<file path="config.mk">
export PLATFORM = sky130hd
export DESIGN_NAME = xadc_drp_responder
export DESIGN_NICKNAME = d
export VERILOG_FILES = /design/src/rtl/xadc_drp_responder.sv
export SDC_FILE = /design/constraint.sdc
export NUM_CORES = 2
export LEC_CHECK = 0
export CORE_ASPECT_RATIO = 1.4
export CORE_MARGIN = 10
export CORE_UTILIZATION = 35
export DETAILED_ROUTE_END_ITERATION = 16
export DONT_BUFFER_PORTS = 1
export PLACE_DENSITY_LB_ADDON = 0.08
export SYNTH_ARGS = -nofsm -noshare
export SYNTH_HDL_FRONTEND = slang
export SYNTH_SLANG_ARGS = --single-unit
</file>
<file path="constraint.sdc">
create_clock -name clk_usb -period 205.5 [get_ports clk_usb]
set_clock_uncertainty 0.05 [all_clocks]
set_input_delay 41.1 -clock clk_usb [delete_from_list [all_inputs] [get_ports clk_usb]]
set_output_delay 41.1 -clock clk_usb [all_outputs]
set_load 0.01 [all_outputs]
</file>
<file path="src/rtl/xadc_drp_responder.sv">
// xadc_drp_responder: XADC DRP stand-in with a 128x16 register space, fixed-latency responses and threshold alarms
module xadc_drp_responder #(
    parameter int pLATENCY  = 4,
    parameter int pNUM_MEAS = 64
) (
    input  logic        clk_usb,
    input  logic        reset_i,
    input  logic [6:0]  daddr_in,
    input  logic        den_in,
    input  logic        dwe_in,
    input  logic [15:0] di_in,
    output logic        drdy_out,
    output logic [15:0] do_out,
    output logic        busy_out,
    output logic        drp_err_o,
    input  logic        meas_we,
    input  logic [5:0]  meas_addr,
    input  logic [15:0] meas_data,
    output logic        user_temp_alarm_out,
    output logic        vccint_alarm_out,
    output logic        vccaux_alarm_out,
    output logic        ot_out,
    output logic        vbram_alarm_out
);
    typedef enum logic {IDLE, WAIT} state_t;
    state_t state, state_nxt;
    logic [3:0]  cnt;
    logic [6:0]  addr_q;
    logic        we_q;
    logic [15:0] di_q, do_q;
    logic [15:0] regs [128];
    logic [11:0] t0, t1, t2, t6;
    logic        accept;

    always_ff @(posedge clk_usb or posedge reset_i) begin
        if (reset_i) state <= IDLE;
        else         state <= state_nxt;
    end

    always_comb begin
        state_nxt = (state == IDLE || cnt == 4'd0) ? (den_in ? WAIT : IDLE) : WAIT;
    end

    always_comb begin
        drdy_out = state == WAIT && cnt == 4'd0;
        busy_out = state == WAIT && cnt != 4'd0;
        do_out   = (drdy_out && !we_q) ? regs[addr_q] : do_q;
    end

    // A request arriving in the response cycle is accepted, not flagged.
    assign accept = den_in && !busy_out;

    always_ff @(posedge clk_usb or posedge reset_i) begin
        if (reset_i) begin
            cnt       <= '0;
            addr_q    <= '0;
            we_q      <= 1'b0;
            di_q      <= '0;
            do_q      <= '0;
            drp_err_o <= 1'b0;
        end else begin
            if (accept) begin
                cnt    <= 4'(pLATENCY - 1);
                addr_q <= daddr_in;
                we_q   <= dwe_in;
                di_q   <= di_in;
            end else if (busy_out) begin
                cnt <= cnt - 4'd1;
            end
            if (drdy_out) do_q <= do_out;
            if (den_in && busy_out) drp_err_o <= 1'b1;
        end
    end

    always_ff @(posedge clk_usb or posedge reset_i) begin
        if (reset_i) begin
            for (int i = 0; i < 128; i++) regs[i] <= '0;
        end else begin
            if (meas_we) regs[{1'b0, meas_addr}] <= meas_data;
            if (drdy_out && we_q && addr_q >= 7'(pNUM_MEAS)) regs[addr_q] <= di_q;
        end
    end

    assign t0 = regs[7'h00][15:4];
    assign t1 = regs[7'h01][15:4];
    assign t2 = regs[7'h02][15:4];
    assign t6 = regs[7'h06][15:4];

    always_ff @(posedge clk_usb or posedge reset_i) begin
        if (reset_i) begin
            user_temp_alarm_out <= 1'b0;
            ot_out              <= 1'b0;
            vccint_alarm_out    <= 1'b0;
            vccaux_alarm_out    <= 1'b0;
            vbram_alarm_out     <= 1'b0;
        end else begin
            if (t0 > regs[7'h50][15:4])      user_temp_alarm_out <= 1'b1;
            else if (t0 < regs[7'h54][15:4]) user_temp_alarm_out <= 1'b0;
            if (t0 > regs[7'h53][15:4])      ot_out <= 1'b1;
            else if (t0 < regs[7'h57][15:4]) ot_out <= 1'b0;
            vccint_alarm_out <= t1 > regs[7'h51][15:4] || t1 < regs[7'h55][15:4];
            vccaux_alarm_out <= t2 > regs[7'h52][15:4] || t2 < regs[7'h56][15:4];
            vbram_alarm_out  <= t6 > regs[7'h58][15:4] || t6 < regs[7'h5C][15:4];
        end
    end
endmodule

</file>
Yosys cells after proc, flatten, opt, wreduce, memory -nomap -nowiden
Index checks and enable logic that the tools add are counted.
{"block": "classes", "addsub": 1, "magnitude_cmp": 15, "mux": 20, "n_bitwise": 3, "n_reduce_logical": 20}
{"cell": "bitwise mux 2048 bit", "n": 2}
{"cell": "two-way mux 2048 bit", "n": 2}
{"cell": "demux 16 bit (select 7 bit)", "n": 2}
{"cell": "binary-select mux 16 bit (select 7 bit)", "n": 1}
{"cell": "two-way mux 16 bit", "n": 5}
{"cell": "greater-than comparator 12 bit", "n": 5}
{"cell": "less-than comparator 12 bit", "n": 5}
{"cell": ">= comparator 8 bit, second input constant", "n": 2}
{"cell": "less-than comparator 8 x 1 -> 1 bit, second input constant", "n": 2}
{"cell": "logical AND 1 bit", "n": 9}
{"cell": "two-way mux 4 bit", "n": 2}
{"cell": "NOT 6 -> 8 bit", "n": 1}
{"cell": "NOT 7 -> 8 bit", "n": 1}
{"cell": ">= comparator 7 bit, second input constant", "n": 1}
{"cell": "two-way mux 1 bit", "n": 6}
{"cell": "nonzero test 2 bit", "n": 3}
{"cell": "zero test 4 bit", "n": 1}
{"cell": "logical OR 1 bit", "n": 4}
{"cell": "nonzero test 4 bit", "n": 1}
{"cell": "subtractor 4 x 1 -> 4 bit, second input constant", "n": 1}
{"cell": "zero test 1 bit", "n": 2}
{"cell": "NOT 1 bit", "n": 1}
{"block": "word_totals", "regBits": 2099, "inputBits": 50, "output_inout_bits": 24, "elab_cells": 199}

Longest topological paths before layout
{"block": "depth", "word_depth": 9, "depth_mapped": 12, "depth_no_buf": 9}

Worst setup path before layout
Ideal clock, no wire load.
{"block": "synth_path", "path_kind": "register -> output", "startpoint": "register addr_q[0]", "endpoint": "output do_out[2]", "t_arrival_ns": 2.276, "required_time_ns": 164.350, "path_slack_ns": 162.074, "stages_incl_launch_ff": 12, "path_buffers": 4, "path_cell_list": "dfrtp_1 > buf_6 > buf_6 > buf_6 > buf_2 > mux2i_1 > nand2_1 > nand3_1 > a31oi_1 > o41ai_1 > o2111ai_1 > o32a_1"}
{"block": "synth_between", "elab_chain_cells": 5}
{"item": "from (decl)", "line_no": "28", "rtl": "logic [6:0] addr_q;"}
{"item": "from (signal assigned)", "line_no": "64", "rtl": "addr_q <= daddr_in;"}
{"item": "NOT 7 -> 8 bit (not written as such)", "line_no": "47", "rtl": "do_out = (drdy_out && !we_q) ? regs[addr_q] : do_q;"}
{"item": "binary-select mux 16 bit (select 7 bit)", "line_no": "47"}
{"item": "two-way mux 16 bit (not written as such) (2 in series)", "line_no": "47"}
{"item": "two-way mux 16 bit", "line_no": "47"}
{"item": "to (decl)", "line_no": "13", "rtl": "output logic [15:0] do_out,"}
Every way passes these cells. The select of a mux whose other input is x is not followed.

Final worst setup path
{"block": "layout_path", "startpoint": "register addr_q[0]", "endpoint": "output do_out[8]"}
The elaborated chain is that of the path after synthesis.

==> PnR_summary.wiki <==
{| class="wikitable"
! Metric !! Value
|-
| Post-Place Cells || 10.4k
|-
| Final worst-path cycle share || 0.235
|-
| CTS tree || built
|-
| RePlAce Congestion || 0.811
|-
| Vias after detailed routing || 62.2k
|-
| Number of DRC markers in iteration 0 || 4125
|-
| Outcome || completed
|-
| Max Fclk || 0.0207 GHz
|-
| Number of nets in the layout || 7125
|-
| Grt total ovfl || 0
|-
| Critical path type || flip-flop to output pin
|-
| Category of the worst setup path launch point || flip-flop
|-
| Number of distinct library cells after synthesis || 81
|-
| Bufs on Longest Clock Path || 4
|-
| Synth Area per Inst || 13.7 um^2
|-
| Number of enable flip-flop cells after synthesis || 0
|-
| Clock buffer count from CTS || 228
|-
| Number of max-slew violations in the final report || 0
|-
| Pleak || 50.3 nW
|-
| Largest net degree at the start of global routing || 162
|-
| Core area || 278000 um^2
|-
| Final count of negative-setup-slack endpoints || 0
|-
| Post-Syn Area || 98000 um^2
|-
| Sum Neg Setup Slack || 0 ns
|-
| Vertical die dimension || 646 um
|-
| Top-count cell post-synth || dfrtp_1
|-
| Number of gates resized after cts || 0
|-
| Via density per instance || 5.73
|-
| Row count || 229
|-
| Hold violation total from the final report || 0
|-
| Latest clock arrival within the worst-skew pair || 0.93 ns
|-
| Data required time of the worst path || 164.35 ns
|-
| CP endpoint kind || output pin
|-
| Number of primary I/O pins || 74
|-
| All-Layer GR Usage || 0.234
|-
| Detailed Place HPWL || 225000 um
|-
| Synthesis-to-finish area growth || 11.5%
|-
| Instance count of the mapped netlist || 7152
|-
| Share of synthesized flip-flops with an asynchronous set or reset || 1.00
|-
| Power per unit of standard cell area || 12.4 nW/um^2
|-
| Synth Warn # || 0
|-
| Most frequent cells after synthesis || dfrtp_1, mux2_2, clkbuf_1, nand2_1, a221oi_1
|-
| H-tree level count || 4
|-
| Area share of the largest cell type after synthesis || 0.536
|-
| Clk Tree Root Cell || clkbuf_16
|-
| Peak supply drop || 0.0000108 V
|-
| Routed WL per cell || 33.3 um
|-
| Max cap viols || 0
|-
| Share of post-route cells with drive strength above 1 || 0.417
|-
| Data arrival at the endpoint of the critical path || 7.12 ns
|-
| Number of global-route vias before repair || 64.9k
|-
| Final Non-Filler Cells || 10.8k
|-
| Clock-pin slew on the worst setup and hold paths || 0.06 ns
|-
| Max Fanout on Critical Path || 40
|-
| Total die area || 302000 um^2
|-
| Overall die width || 467 um
|-
| Min-Delay Path Class || flip-flop to flip-flop
|-
| Dominant register cell in the synthesized netlist || dfrtp_1
|-
| Metal3 WL || 13800 um
|-
| Leading post-synthesis cells by cell area || dfrtp_1, mux2_2, mux4_2, mux2i_1, a221oi_1
|-
| Syn nets || 7319
|-
| M1 wire length || 146000 um
|-
| Initial core utilization || 0.352
|-
| Initial DRT Pass Iterations || 6
|-
| Post-DRT Antenna Nets || 0
|-
| Worst-Margin Slew || 1.37 ns
|-
| DRC viols || 0
|-
| Number of buffers inserted by port buffering || 0
|-
| Sequential-to-total area share from yosys stat || 0.536
|-
| Hold Buf Count CTS || 0
|-
| Minimum clock period || 48.28 ns
|-
| Slew margin rel. || 0.0752
|-
| First-pass GRT wire length || 514000 um
|-
| Total wirelength of the detailed-routed design || 361000 um
|-
| Postcts setup bufs || 0
|-
| Met2 wire length || 184000 um
|-
| Highest metal layer used by the detailed router || met5
|-
| Final Total Pwr || 0.00135 W
|-
| Number of clock sinks || 2099
|-
| Flip-flop and latch count after synthesis || 2099
|-
| Leading area contributor after synthesis || dfrtp_1
|-
| Unrepaired setup endpoints after global routing || no
|-
| Initial antenna violation count || 21
|}
cell type report:
class,count,area [um^2]
fill,26100,169000
sequential,2099,52600
multi-input combinational,4276,42200
clock buffer,351,6810
tap,3696,4620
timing repair buffer,230,1830
clock inverter,56,664
inverter,123,477
antenna,12,30.0
kinds of logic (layout without fill, tap and decap cells):
group	after synthesis	after routing	synth area share
adder cells (fa/ha/maj)	117	117	0.0149
other	0	12	0
AO/OA/AOI/OAI	1008	1008	0.0748
AND/OR/NAND/NOR	706	706	0.0343
multiplexers	2445	2445	0.304
flip-flops	2099	2099	0.536
buffers and inverters	777	760	0.0363
layer usage:
layer / track usage / vias up
met1: 0.288 / 33900
met3: 0.0295 / 603
met2: 0.413 / 1494
met5: 0 / -
li1: - / 26100
met4: 0.0961 / 10
state kept, by name, indices dropped and copies added (netlist names):
name and flops:
addr_q 7, cnt 4, di_q 16, do_q 16, drp_err_o 1, ot_out 1, regs 2048, state 1
user_temp_alarm_out 1, vbram_alarm_out 1, vccaux_alarm_out 1, vccint_alarm_out 1, we_q 1
final timing paths:
check / from / slack [ns] / cells after the start / endpoint
worst max-delay path: addr_q[0]$_DFFE_PP0P_ / 157.23 / 9 / do_out[8]
min in group asynchronous: reset_i / 40.20 / 1 / regs[112]$_DFFE_PP0P_
max in group asynchronous: reset_i / 160.48 / 6 / regs[1755]$_DFF_PP0_
worst max register to register: addr_q[0]$_DFFE_PP0P_ / 199.59 / 8 / do_q[8]$_DFFE_PP0N_
worst min-delay path: do_q[13]$_DFFE_PP0N_ / 0.42 / 2 / do_q[13]$_DFFE_PP0N_
worst min register to register: do_q[13]$_DFFE_PP0N_ / 0.42 / 2 / do_q[13]$_DFFE_PP0N_
per-stage QoR:
| stage | util | hold slack, ns | worst slack [ns] | cell area, um^2 |
|---|---|---|---|---|
| final | 0.393 | 0.422 | 157.23 | 109000 |
| after CTS | 0.392 | 0.429 | 156.85 | 109000 |
| after floorplan | - | 0.389 | 105.06 | 98000 |
| after global routing | 0.393 | 0.459 | 156.80 | 109000 |
| after global placement | 0.366 | 0.414 | 157.73 | 102000 |
| after detailed placement | 0.366 | 0.415 | 157.87 | 102000 |
worst max-delay path, stage by stage (launching register included):
cell and delay, ns:
dfrtp_4 0.59, buf_4 0.66, buf_4 0.67, buf_4 0.74, nor2_1 0.16, a22oi_1 0.81
a41oi_1 0.73, nor4_1 0.98, o21ai_0 0.46, buf_4 0.28
report_power, final:
part	internal, W	switching (W)
Clock	0.000243	0.000178
Combinational	0.000133	0.000313
Sequential	0.000453	0.0000305
Total	0.000829	0.000521
cell usage in the layout (no fill, tap or decap), types with 129 or more instances in the layout:
cell type,netlist,routed
a221oi_1,235,235
a22oi_1,137,137
buf_4,57,222
clkbuf_16,0,230
dfrtp_1,2099,2078
mux2_2,1998,1998
mux2i_1,224,223
mux4_2,222,222
nand2_1,268,267
nor2_1,169,129
o21ai_0,231,230
(Power assumes the default switching activity.)
